===== src/rtl/uart_rx_oversampled.sv =====
// uart_rx_oversampled: oversampled UART receiver with 3-sample majority voting and a receive FIFO.
module uart_rx_oversampled #(
  parameter int CLK_FREQ   = 100_000_000,
  parameter int BAUD_RATE  = 115200,
  parameter int OVERSAMPLE = 16,
  parameter int DATA_BITS  = 8,
  parameter int PARITY     = 0,
  parameter int STOP_BITS  = 1,
  parameter int FIFO_DEPTH = 4
) (
  input  logic                 clk,
  input  logic                 rst_n,
  input  logic                 rx,
  output logic [DATA_BITS-1:0] data,
  output logic                 data_valid,
  input  logic                 data_ready,
  output logic                 parity_err,
  output logic                 frame_err,
  output logic                 overrun,
  input  logic                 err_clr,
  output logic                 busy
);
  localparam int DIV_RAW = CLK_FREQ / (BAUD_RATE * OVERSAMPLE);
  localparam int DIV = DIV_RAW < 1 ? 1 : DIV_RAW;
  localparam int DW = DIV > 1 ? $clog2(DIV) : 1;
  localparam int SW = $clog2(OVERSAMPLE);
  localparam int AW = $clog2(FIFO_DEPTH);
  localparam logic [DW-1:0] DIV_LAST = DW'(DIV - 1);
  localparam logic [SW-1:0] S_LAST = SW'(OVERSAMPLE - 1);
  localparam logic [SW-1:0] S_A = SW'(OVERSAMPLE / 2 - 1);
  localparam logic [SW-1:0] S_B = SW'(OVERSAMPLE / 2);
  localparam logic [SW-1:0] S_C = SW'(OVERSAMPLE / 2 + 1);
  localparam logic [3:0] N_DATA = 4'(DATA_BITS);
  localparam logic [3:0] N_STOP = 4'(STOP_BITS - 1);
  typedef enum logic [2:0] {IDLE, START, DATA, PAR, STOP, WAIT_HIGH} state_t;
  state_t state_q, state_d;
  logic rx_s1_q, rx_s2_q;
  logic [DW-1:0] div_q, div_d;
  logic [SW-1:0] smp_q, smp_d;
  logic [1:0] ones_q, ones_d;
  logic [3:0] bit_q, bit_d;
  logic [DATA_BITS-1:0] shift_q, shift_d;
  logic perr_q, perr_d, ferr_q, ferr_d, push_q, push_d;
  logic [DATA_BITS+1:0] mem_q [FIFO_DEPTH];
  logic [AW-1:0] wr_q, rd_q;
  logic [AW:0] cnt_q;
  logic overrun_q;
  logic rx_s, tick, vote, bit_end, maj, start_det, full, pop, wr_en;
  assign rx_s = rx_s2_q;
  assign tick = div_q == DIV_LAST;
  assign vote = tick && smp_q == S_C;
  assign bit_end = tick && smp_q == S_LAST;
  assign maj = (ones_q + {1'b0, rx_s}) >= 2'd2;
  assign div_d = (start_det || tick) ? '0 : div_q + DW'(1);
  assign busy = state_q != IDLE;
  // The sample counter free-runs; a start edge realigns it together with the divider.
  always_comb begin
    state_d = state_q;
    smp_d = tick ? (smp_q == S_LAST ? '0 : smp_q + SW'(1)) : smp_q;
    ones_d = (tick && (smp_q == S_A || smp_q == S_B)) ? ones_q + {1'b0, rx_s} : (vote ? 2'd0 : ones_q);
    bit_d = bit_q;
    shift_d = shift_q;
    perr_d = perr_q;
    ferr_d = ferr_q;
    push_d = 1'b0;
    start_det = 1'b0;
    case (state_q)
      IDLE: if (!rx_s) begin
        state_d = START;
        start_det = 1'b1;
        smp_d = '0;
        ones_d = '0;
        bit_d = '0;
        perr_d = 1'b0;
        ferr_d = 1'b0;
      end
      START: state_d = (vote && maj) ? IDLE : (bit_end ? DATA : START);
      DATA: begin
        if (vote) begin
          shift_d = {maj, shift_q[DATA_BITS-1:1]};
          bit_d = bit_q + 4'd1;
        end
        if (bit_end && bit_q == N_DATA) begin
          state_d = PARITY != 0 ? PAR : STOP;
          bit_d = '0;
        end
      end
      PAR: begin
        if (vote) perr_d = ((^shift_q) ^ maj) == (PARITY == 2);
        if (bit_end) state_d = STOP;
      end
      STOP: if (vote) begin
        ferr_d = ferr_q | ~maj;
        bit_d = bit_q + 4'd1;
        if (bit_q == N_STOP) begin
          push_d = 1'b1;
          state_d = (ferr_q | ~maj) ? WAIT_HIGH : IDLE;
        end
      end
      WAIT_HIGH: if (rx_s) state_d = IDLE;
      default: state_d = IDLE;
    endcase
  end
  always_ff @(posedge clk or negedge rst_n) begin
    if (!rst_n) begin
      rx_s1_q <= 1'b1;
      rx_s2_q <= 1'b1;
      state_q <= IDLE;
      div_q <= '0;
      smp_q <= '0;
      ones_q <= '0;
      bit_q <= '0;
      shift_q <= '0;
      perr_q <= 1'b0;
      ferr_q <= 1'b0;
      push_q <= 1'b0;
    end else begin
      rx_s1_q <= rx;
      rx_s2_q <= rx_s1_q;
      state_q <= state_d;
      div_q <= div_d;
      smp_q <= smp_d;
      ones_q <= ones_d;
      bit_q <= bit_d;
      shift_q <= shift_d;
      perr_q <= perr_d;
      ferr_q <= ferr_d;
      push_q <= push_d;
    end
  end
  assign full = cnt_q == (AW+1)'(FIFO_DEPTH);
  assign data_valid = cnt_q != '0;
  assign pop = data_valid && data_ready;
  assign wr_en = push_q && (!full || pop);
  assign overrun = overrun_q;
  assign {data, parity_err, frame_err} = data_valid ? mem_q[rd_q] : '0;
  // The frame registers stay stable for the cycle after the final stop vote, so they feed the FIFO directly.
  always_ff @(posedge clk) begin
    if (wr_en) mem_q[wr_q] <= {shift_q, perr_q, ferr_q};
  end
  always_ff @(posedge clk or negedge rst_n) begin
    if (!rst_n) begin
      wr_q <= '0;
      rd_q <= '0;
      cnt_q <= '0;
      overrun_q <= 1'b0;
    end else begin
      wr_q <= wr_q + AW'(wr_en);
      rd_q <= rd_q + AW'(pop);
      cnt_q <= cnt_q + (AW+1)'(wr_en) - (AW+1)'(pop);
      overrun_q <= (push_q && full && !pop) || (overrun_q && !err_clr);
    end
  end
endmodule


===== config.mk =====
export PLATFORM = sky130hd
export DESIGN_NAME = uart_rx_oversampled
export DESIGN_NICKNAME = d
export VERILOG_FILES = /design/src/rtl/uart_rx_oversampled.sv
export SDC_FILE = /design/constraint.sdc
export NUM_CORES = 1
export LEC_CHECK = 0
export CAP_MARGIN = 25
export CORE_MARGIN = 10
export CORE_UTILIZATION = 57
export CTS_CLUSTER_DIAMETER = 200
export DETAILED_ROUTE_END_ITERATION = 8
export DONT_BUFFER_PORTS = 1
export GPL_ROUTABILITY_DRIVEN = 0
export PLACE_DENSITY = 0.82
export SYNTH_ARGS = -nofsm -noshare
export SYNTH_HDL_FRONTEND = slang
export SYNTH_SLANG_ARGS = --single-unit

===== constraint.sdc =====
create_clock -name clk -period 2.2 [get_ports clk]
set_input_delay 0.11 -clock clk [delete_from_list [all_inputs] [get_ports clk]]
set_output_delay 0.11 -clock clk [all_outputs]
set_load 0.05 [all_outputs]

-- Word-level counts from Yosys, hierarchy flattened
Memory sizes are Yosys's and may differ from the RTL's.
Index checks and enable logic that the tools add are counted.
- word-level logic and storage cells: 114
- input port bits: 5
- output and inout port bits: 13
- flip-flop bits (word level): 40
- memories: 1
- RAM bits: 40
- memory list (name ; words ; width ; read ports ; clocked after Yosys merged registers in ; write ports ; RTL line ; RTL):
    mem_q ; 4 ; 10 ; 1 ; 0 ; 1 ; 44 ; logic [DATA_BITS+1:0] mem_q [FIFO_DEPTH];
- $lt $le $gt $ge: 1
- mux-type cells: 36
- bitwise logic cells: 4
- add/subtract/negate cells: 8
- reductions and logical operators: 30
- eq/ne operators: 19
- operator list (cell ; count):
    4-bit 2-to-1 mux ; 7
    3-bit 2-to-1 mux ; 7
    3-bit case mux with 6 select lines ; 1
    4-bit == test (second input constant) ; 4
    2-bit != test (second input constant) ; 7
    2-bit 2-to-1 mux ; 6
    4-bit case mux with 3 select lines ; 1
    1-bit logical AND ; 10
    1-bit 2-to-1 mux ; 10
    10-bit 2-to-1 mux ; 1
    3-bit == test (second input constant) ; 3
    3-bit nonzero test ; 3
    4-bit by 1-bit adder with 4-bit output (second input constant) ; 2
    8-bit XOR reduction ; 1
    2-bit by 1-bit adder with 2-bit output ; 3
    6-bit by 1-bit adder with 6-bit output (second input constant) ; 1
    3-bit by 2-bit == test with 1-bit output (second input constant) ; 2
    6-bit == test (second input constant) ; 1
    6-bit 2-to-1 mux ; 1
    3-bit AND reduction ; 2
    6-bit AND reduction ; 1
    4-bit by 3-bit == test with 1-bit output (second input constant) ; 1
    4-bit zero test ; 1
    1-bit logical OR ; 4
    12 further kinds ; 18

-- Depth between registers and ports, before layout
- depth after elaboration: 8
- depth in mapped cells: 9
- gate-level depth less buffers: 9

-- Worst setup path after synthesis
OpenSTA, ideal clock, no wires.
- path kind: reg-to-reg
- from: reg cnt_q[1]
- to: reg cnt_q[2]
- slack: 0.083 ns
- data required time: 2.077 ns
- library setup time: 0.123 ns
- stages on the path, launching flop included: 10
- buffers on the path: 0
- data arrival time: 1.994 ns
- cells stage by stage: dfrtp_1 > nor4b_1 > nand2b_1 > ha_1 > inv_1 > ha_1 > inv_1 > fa_1 > xnor2_1 > xnor2_1
- longest elaborated chain between the ends: 6
- elaborated cells between the ends (all ways): 8
- RTL lines (element ; RTL line ; RTL):
    start: declaration ; 46 ; logic [AW:0] cnt_q;
    start signal: assignment ; 150 ; cnt_q <= cnt_q + (AW+1)'(wr_en) - (AW+1)'(pop);
    3-bit == test or 3-bit nonzero test (tied branches) ; 131, 132 ;
    1-bit zero test or 1-bit logical AND (tied branches) ; 134, 133 ;
    1-bit logical OR ; 134 ; assign wr_en = push_q && (!full || pop);
    1-bit logical AND ; 134 ;
    3-bit by 1-bit adder with 3-bit output ; 150 ;
    3-bit by 1-bit subtractor with 3-bit output (*) ; 150 ;
Mark *: on every way between the ends. The rest lies on a longest branch, timed or not.
A chain may end at the register's enable or synchronous reset.

-- Final worst setup path
Same ends and word-level chain as after synthesis.

==> flow_metrics.env <==
export IMPL_syn_to_final_growth_pct=16.7
export IMPL_ys_flop_type="edfxtp_1"
export IMPL_cp_start_kind="flip-flop"
export IMPL_nFillCells=436
export IMPL_seqCellArea_sq_mm=0.00221
export IMPL_synth_area_sq_mm=0.00374
export IMPL_cts_sinks=80
export IMPL_synth_edf_count=40
export IMPL_die_width_um=101
export IMPL_power_density_mw_per_mm2=782
export IMPL_hold_class="in -> reg"
export IMPL_cts_buffers=9
export IMPL_endpoint_kind="flip-flop"
export IMPL_setup_viol=0
export IMPL_grt_pass1_wl_um=11400
export IMPL_vias_per_cell=5.66
export IMPL_crit_type="reg -> reg"
export IMPL_grt_max_degree=41
export IMPL_synthCells=277
export IMPL_cap_violations=0
export IMPL_period_minus_slack_ns=2.20
export IMPL_peakVddDrop_uv=544
export IMPL_row_count=29
export IMPL_clock_skew_ns=0.00911
export IMPL_insertion_delay_ns=0.36
export IMPL_portBuffers=0
export IMPL_async_flop_share_pct=50.0
export IMPL_boundaryPins=18
export IMPL_dp_cells=373
export IMPL_htree_levels=3
export IMPL_drive_above_1_share_pct=25.4
export IMPL_antenna_found_initial=0
export IMPL_fin_cells=396
export IMPL_finalCritPeriodShare_pct=99.9
export IMPL_ys_seq_area_share_pct=58.9
export IMPL_nets=332
export IMPL_grt_total_usage_pct=14.3
export IMPL_antenna_cells=0
export IMPL_cts_root_buf="clkbuf_8"
export IMPL_drc_errors=0
export IMPL_hold_viol_final=0
export IMPL_clk_path_buf_depth=2
export IMPL_max_freq_mhz=455
export IMPL_start_util_pct=58.9
export IMPL_drtAntennaViolNets=0
export IMPL_worst_pin_slew_ns=0.843
export IMPL_vias=2242
export IMPL_die_area_sq_mm=0.0102
export IMPL_multi_input_area_sq_mm=0.00147
export IMPL_hold_depth=2
export IMPL_initialDrtViolationCount=111
export IMPL_wl_per_cell_um=17.0
export IMPL_synth_avg_cell_area_sq_um=13.5
export IMPL_worstPathArrival_ns=2.44
export IMPL_die_height_um=101
export IMPL_rr_worst_depth=9
export IMPL_fin_util_pct=68.7
export IMPL_status="finished, final reports clean"
export IMPL_dr_pass1_iters=4
export IMPL_slew_viol_final=0
export IMPL_cts_tree="done"
export IMPL_leakagePower_nw=1.83
export IMPL_hpwlAfterDp_um=4470
export IMPL_synth_cell_types=53
export IMPL_ys_warn_count=0
export IMPL_grt_pass1_vias=2276
export IMPL_cp_max_fo=3
export IMPL_ys_ff_latch=80
export IMPL_gr_total_overflow=0
export IMPL_core_area_sq_mm=0.00635
export IMPL_relSlewSlack_pct=43.6
export IMPL_clk_pin_slew_worst_paths_ns=0.09
export IMPL_syn_num_nets=295
export IMPL_crit_required_ns=2.45
export IMPL_drt_wl_total_um=6740
-- critical path, stage by stage, from the launching register on --
cell and delay, ns:
dfrtp_2 0.44, nor4b_4 0.32, nand2b_4 0.19, ha_1 0.23, inv_1 0.08, ha_1 0.16, inv_1 0.06, fa_2 0.35
xnor2_2 0.14, xnor2_1 0.12
-- cell usage after synthesis, drive strengths merged, types with 2 or more instances --
cell | n | share of area, %
and4b | 2 | 0.54
o21ai | 9 | 1.2
or4 | 3 | 0.70
xor2 | 4 | 0.94
nor2b | 14 | 2.3
dfrtp | 38 | 25
mux2 | 8 | 2.4
nor3b | 5 | 1.0
mux2i | 2 | 0.54
nand3b | 6 | 1.2
buf | 3 | 0.33
mux4 | 10 | 6.0
edfxtp | 40 | 32
a211oi | 4 | 0.94
xnor2 | 12 | 2.8
nand2 | 10 | 1.0
nand2b | 5 | 0.84
nand4 | 2 | 0.74
or3b | 2 | 0.47
clkbuf | 7 | 0.70
a31oi | 2 | 0.33
inv | 16 | 1.6
a21oi | 10 | 1.3
nor2 | 16 | 1.6
nand4b | 2 | 0.47
o31ai | 3 | 0.60
nor3 | 6 | 0.94
ha | 12 | 4.0
nand3 | 6 | 0.80
dfstp | 2 | 1.4
-- what timing repair did --
| action | CTS | global route |
|---|---|---|
| resized for setup | 1 | 6 |
| hold buffers | 5 | 0 |
| setup endpoints to repair | 1 | 12 |
| endpoints found under the hold margin | 42 | 0 |
| pin swaps | 0 | 1 |
| setup buffers | 0 | 2 |
-- routing by layer --
layer / GRT usage, % / part of all wire, % / wire, um / up-vias
li1: - / - / - / 1095
met4: 6.11 / 1.3 / 89 / 0
met1: 16.3 / 43 / 2880 / 1091
met3: 4.46 / 5.2 / 350 / 8
met5: 0 / 0 / 0 / -
met2: 24.2 / 51 / 3420 / 48
-- through the flow --
| stage | TNS (ns) | hold slack (ns) | total power, W | cell area (sq um) | worst slack (ns) |
|---|---|---|---|---|---|
| after detailed placement | 0 | -0.184 | 0.00210 | 4020 | 0.0490 |
| after CTS | 0 | 0.0759 | 0.00336 | 4320 | 0.0453 |
| final | 0 | 0.0973 | 0.00341 | 4360 | 0.00312 |
| after global placement | 0 | -0.184 | 0.00208 | 4020 | 0.141 |
| after floorplan | 0 | -0.186 | 0.00199 | 3740 | 0.0832 |
| after global routing | -0.0569 | 0.106 | 0.00356 | 4360 | -0.0494 |
-- cells in the final DEF, fill, tap and decap left out, drive strengths merged, types with 2 or more instances in the layout --
master / count
dfrtp: 38
clkbuf: 9
xor2: 4
nand4: 2
mux2: 8
clkinv: 2
a21oi: 10
o31ai: 3
nand2: 10
nor3b: 5
mux4: 10
a31oi: 2
or4: 3
mux2i: 2
dfstp: 2
xnor2: 12
inv: 19
nand4b: 2
bufinv: 2
and4b: 2
nor2: 16
dlygate4sd3: 4
nand2b: 5
edfxtp: 40
ha: 12
buf: 32
a211oi: 4
nand3: 6
nand3b: 6
o21ai: 9
nor2b: 14
or3b: 2
nor3: 6
-- power breakdown --
| part | internal, W | switching, W |
|---|---|---|
| Sequential | 0.00162 | 0.0000904 |
| Combinational | 0.000243 | 0.000221 |
| Clock | 0.000662 | 0.000579 |
-- cells by family (layout without fill, tap and decap cells) --
group                    after synthesis  in the layout  share of synthesized area [%]
multiplexers                          20             20                           8.97
AND/OR/NAND/NOR                       85             85                           13.8
XOR/XNOR                              17             17                           4.35
AO/OA/AOI/OAI                         36             36                           6.76
buffers and inverters                 26             68                           2.64
adder cells (fa/ha/maj)               13             13                           4.55
flip-flops                            80             80                           58.9
-- layout make-up --
cell class	instances	share of cell area, %
repair buffers	36	6.71
clock inverters	7	2.55
inverters	16	1.38
clock buffers	9	2.84
well taps	77	2.21
flip-flops and latches	80	50.5
multi-input cells	171	33.8
-- registers in the layout, summed over array words and instances (netlist names), 3 cells and up --
name	cells
bit_q	4
cnt_q	3
div_q	6
mem_q	40
shift_q	8
smp_q	4
state_q	3
-- final timing paths --
check / start / to / slack, ns
max: cnt_q[1]$_DFF_PN0_ / cnt_q[2]$_DFF_PN0_ / 0.003
max reg2reg: cnt_q[1]$_DFF_PN0_ / cnt_q[2]$_DFF_PN0_ / 0.003
min in group asynchronous: rst_n / bit_q[1]$_DFFE_PN0P_ / 0.20
max in group asynchronous: rst_n / rx_s$_DFF_PN1_ / 1.75
min reg2reg: rx_s1_q$_DFF_PN1_ / rx_s$_DFF_PN1_ / 0.36
min: data_ready / rd_q[0]$_DFF_PN0_ / 0.1
(Power assumes the default switching activity.)
